<file path="src/rtl/grn_pipe_pkg.sv">
// Shared constants and types for the green pipe field of the Flappy Bird display.
package grn_pipe_pkg;

    // Display geometry
    localparam int N_COLS   = 16;
    localparam int N_ROWS   = 16;

    // Column watched by the collision logic (where the bird sits)
    localparam int BIRD_COL = 12;

    // One display column: bit r is row r
    typedef logic [N_ROWS-1:0] col_t;

    // Default pipe column: lit pixels everywhere except the gap in rows 6..9
    localparam col_t PIPE_PATTERN = 16'hFC3F;

    // Index of the column that feeds column c in the ring (column 0 is fed by the last one)
    function automatic int ring_prev(input int c, input int n_cols);
        return (c == 0) ? (n_cols - 1) : (c - 1);
    endfunction

endpackage

</file>
<file path="src/rtl/grn_pipe_col.sv">
// A single column register of the scrolling ring: reloads its reset image,
// takes its neighbour's value while the game runs, and holds while frozen.
module grn_pipe_col
    import grn_pipe_pkg::*;
#(
    parameter int           W         = N_ROWS,
    parameter logic [W-1:0] RESET_VAL = '0
) (
    input  logic         clk,
    input  logic         RST,
    input  logic         Over,
    input  logic [W-1:0] NR,
    output logic [W-1:0] lightOn
);

    logic [W-1:0] col_reg;

    // Reset wins over freeze; otherwise shift in the neighbour unless the game is over
    always_ff @(posedge clk) begin
        if (RST) begin
            col_reg <= RESET_VAL;
        end else if (!Over) begin
            col_reg <= NR;
        end
    end

    assign lightOn = col_reg;

endmodule

</file>
<file path="src/rtl/grn_pipe_scroller.sv">
// 16x16 green pipe field: a ring of column registers rotating one column per
// clock, frozen on game-over, with the bird's column exposed for collision.
module grn_pipe_scroller
    import grn_pipe_pkg::*;
#(
    parameter int                N_COLS       = grn_pipe_pkg::N_COLS,
    parameter int                N_ROWS       = grn_pipe_pkg::N_ROWS,
    parameter logic [N_ROWS-1:0] PIPE_PATTERN = grn_pipe_pkg::PIPE_PATTERN,
    parameter int                BIRD_COL     = grn_pipe_pkg::BIRD_COL
) (
    input  logic                           clk,
    input  logic                           RST,
    input  logic                           Over,
    output logic [N_COLS-1:0][N_ROWS-1:0]  GrnPixels,
    output logic [N_ROWS-1:0]              pipeState
);

    // Outputs of the column registers, one element per column
    logic [N_ROWS-1:0] col_q [N_COLS];

    // Build the ring: column gi takes column gi-1, column 0 takes the last column.
    // The pipe is two columns wide, so columns 0 and 1 power up with the pattern.
    for (genvar gi = 0; gi < N_COLS; gi++) begin : g_col
        localparam int                PREV  = ring_prev(gi, N_COLS);
        localparam logic [N_ROWS-1:0] R_VAL = (gi < 2) ? PIPE_PATTERN : '0;

        grn_pipe_col #(
            .W         (N_ROWS),
            .RESET_VAL (R_VAL)
        ) u_col (
            .clk     (clk),
            .RST     (RST),
            .Over    (Over),
            .NR      (col_q[PREV]),
            .lightOn (col_q[gi])
        );

        assign GrnPixels[gi] = col_q[gi];
    end

    // Zero-latency view of the bird's column for the collision logic
    assign pipeState = col_q[BIRD_COL];

endmodule

</file>
<file path="config.mk">
export PLATFORM = sky130hd
export DESIGN_NAME = grn_pipe_scroller
export DESIGN_NICKNAME = d
export VERILOG_FILES = /design/src/rtl/grn_pipe_pkg.sv /design/src/rtl/grn_pipe_col.sv /design/src/rtl/grn_pipe_scroller.sv
export SDC_FILE = /design/constraint.sdc
export NUM_CORES = 1
export LEC_CHECK = 0
export ABC_AREA = 1
export CORE_UTILIZATION = 45
export DETAILED_ROUTE_END_ITERATION = 10
export PLACE_DENSITY_LB_ADDON = 0.15
export SYNTH_ARGS = -nofsm -noshare
export SYNTH_HDL_FRONTEND = slang
export SYNTH_HIERARCHICAL = 1
export SYNTH_SLANG_ARGS = --single-unit
</file>
<file path="constraint.sdc">
create_clock -name clk -period 1 [get_ports clk]
set_input_delay 0.2 -clock clk [delete_from_list [all_inputs] [get_ports clk]]
set_output_delay 0.2 -clock clk [all_outputs]
set_load 0.01 [all_outputs]
</file>
==> impl_metrics.csv <==
group,metric,value,unit
synthesis,yosys_warnings,6,
cts,ctsHoldBuffers,0,
worst_setup_path,critPathMaxStageDelay,0.40,ns
global_route,antenna_found_initial,0,
sta,fin_crit_sh,124,%
sta,setup_viol_count_final,273,
global_route,grtUsageTotal,26.3,%
worst_setup_path,worstPathRequired,0.80,ns
status,violations,"setup timing",
pwr,p_leak,9.27,nW
worst_setup_path,cp_cell_sequence,"buf_6",
sta,relSlewSlack,66.7,%
worst_setup_path,path_class,"reg2out",
placement,dp_cells,2381,
route,post-route-drc-count,0,
worst_setup_path,crit_arrival,1.04,ns
sta,finalSetupTns,-49.50,ns
pwr,power.total,0.0281,W
route,drt-total-wl,33700,um
cells_and_area,register_area,5500,um2
cts,cts_max_level,1,
route,num_vias,11015,
job,maxCapViolations,0,
global_route,grt_max_degree,64,
floorplan,die_area,24300,um2
sta,rsz0062_at_grt,"true",
global_route,grt_pass1_wl,50800,um
route,drt_pass1_iterations,7,
cts,cts_num_sinks,256,
worst_setup_path,startpoint_type,"flip-flop",
placement,post-dp-hpwl,22400,um
synthesis,ys_seq_area_share,48.0,%
hold_path,hold_path_class,"in2reg",
floorplan,rows,55,
placement,place.gp.congestion,0.850,
synthesis,syn_inst,1586,
pwr,powerDensity,1580,nW/um2
worst_setup_path,cp_top_family,"flip-flops",
pwr,peakVddDrop,0.00137,V
floorplan,initial_core_util,46.4,%
status,status,"complete, but fails checks",
sta,drv_slew,0,
synthesis,yosys_register_bits,256,
sta,tightest_slew,0.499,ns
cts,path_clk_slew,0.06,ns
floorplan,core_area,23000,um2
worst_setup_path,cp.buffers_inverters,1,
synthesis,syn_nets,1589,
route,postRouteAntennaNets,0,
cts,numCtsBuffers,28,
global_route,grt_overflow_total,0,
sta,fmax,804,MHz
sta,postLayoutSetupSlackWorst,-0.243,ns
cells_and_area,largest_reg_flops,256,
floorplan,num_io_pins,275,
floorplan,die_y,156,um
cts,clockBufferDepth,3,
placement,numPortBuffers,274,
synthesis,post_synth_num_cell_types,9,
worst_setup_path,crit_slowest_cell,"dfxtp_4",
cells_and_area,area_delta_synth_final,66.1,%
route,post_drt_wl_per_cell,13.5,um
floorplan,die_x,156,um
cells_and_area,nets,2175,
sta,finalHoldViolations,0,
sta,final.setup_skew,0.00952,ns
cts,cts_tree,"yes",
sta,fin_crit,1.24,ns
worst_setup_path,worstPathMaxFanout,4,
cts,root_buffer,"clkbuf_16",
route,vias_per_cell,4.39,
worst_setup_path,critPathCaptureType,"output pin",
global_route,first_global_vias,10347,
cts,worstSkewPairLatency,0.54,ns
cells_and_area,fin_cells,2507,
synthesis,synth_area,10700,um2
cells_and_area,n_antenna_cell,0,
route,dr.first_iter.drc_count,600,
cells_and_area,multiInputGateArea,3850,um2
cells_and_area,nFillCells,1614,
sta,whs,0.0390,ns
synthesis,synth_area_per_cell,6.73,um2
cells_and_area,drive_above_1_share,44.8,%
==> metrics by stage <==
stage	utilization, %	area (um2)	setup WS [ns]
2_1_floorplan	-	10700	0.272
3_3_place_gp	66.8	15400	-0.484
3_5_place_dp	66.8	15400	-0.519
4_1_cts	75.1	17300	-0.255
5_1_grt	77.1	17700	-0.265
6_report	77.1	17700	-0.243
==> cells in the mapped netlist, drive strengths merged <==
cell | number | area, um2
nand3 | 24 | 120
nand2 | 512 | 1920
dfxtp | 256 | 5120
inv | 250 | 938
buf | 80 | 758
nor2 | 464 | 1810
==> area by class of cell <==
type | instances | share of cell area [%]
multi-input combinational | 1000 | 21.7
tap | 313 | 2.21
inverter | 250 | 5.53
sequential | 256 | 31.0
timing repair buffer | 631 | 33.8
timing repair inverter | 5 | 0.141
clock buffer | 39 | 4.70
clock inverter | 13 | 0.854
==> placed cells by master, fill, tap and decap left out, drive strengths merged <==
| master | instances |
|---|---|
| inv | 240 |
| buf | 629 |
| dfxtp | 256 |
| nor2 | 464 |
| nand2 | 512 |
| bufinv | 3 |
| nand3 | 24 |
| clkinvlp | 18 |
| clkinv | 7 |
| clkbuf | 40 |
| dlymetal6s2s | 1 |
==> per-layer routing <==
layer  routed length, um  up-vias  GRT usage (%)
li1                    -     5701              -
met2               16600      294           46.2
met5                   0        -              0
met1               14000     4958           31.3
met4                 979        0           8.73
met3                2160       62           6.08
==> power by group <==
group	internal, W	switching (W)	total, W
Sequential	0.0110	0.000601	0.0116
Clock	0.00659	0.00425	0.0108
Combinational	0.00305	0.00256	0.00561
==> cells by family after synthesis <==
kind of cell / count (synthesis) / synth area share, %
AND/OR/NAND/NOR: 1000 / 36.1
buffers and inverters: 330 / 15.9
flip-flops: 256 / 48.0
==> final timing paths <==
check                                                              start                                        to  slack, ns  cells after the start
worst max-delay path            g_col[12].u_col/lightOn[12]$_SDFFE_PP0N_                            GrnPixels[204]      -0.24                      1
worst min-delay path                                                Over    g_col[6].u_col/lightOn[3]$_SDFFE_PP0N_       0.04                      3
worst max register to register  g_col[15].u_col/lightOn[10]$_SDFFE_PP0N_  g_col[15].u_col/lightOn[10]$_SDFFE_PP0N_          0                      7
worst min register to register   g_col[1].u_col/lightOn[13]$_SDFFE_PP1N_   g_col[1].u_col/lightOn[13]$_SDFFE_PP1N_       0.51                      2
==> timing repair <==
action	CTS	global route
resized for setup	1641	28
buffers inserted	35	35
setup endpoints to repair	272	399
cloned	0	6
pin swaps	0	1
Note: power is estimated with default switching activity, not from simulation.
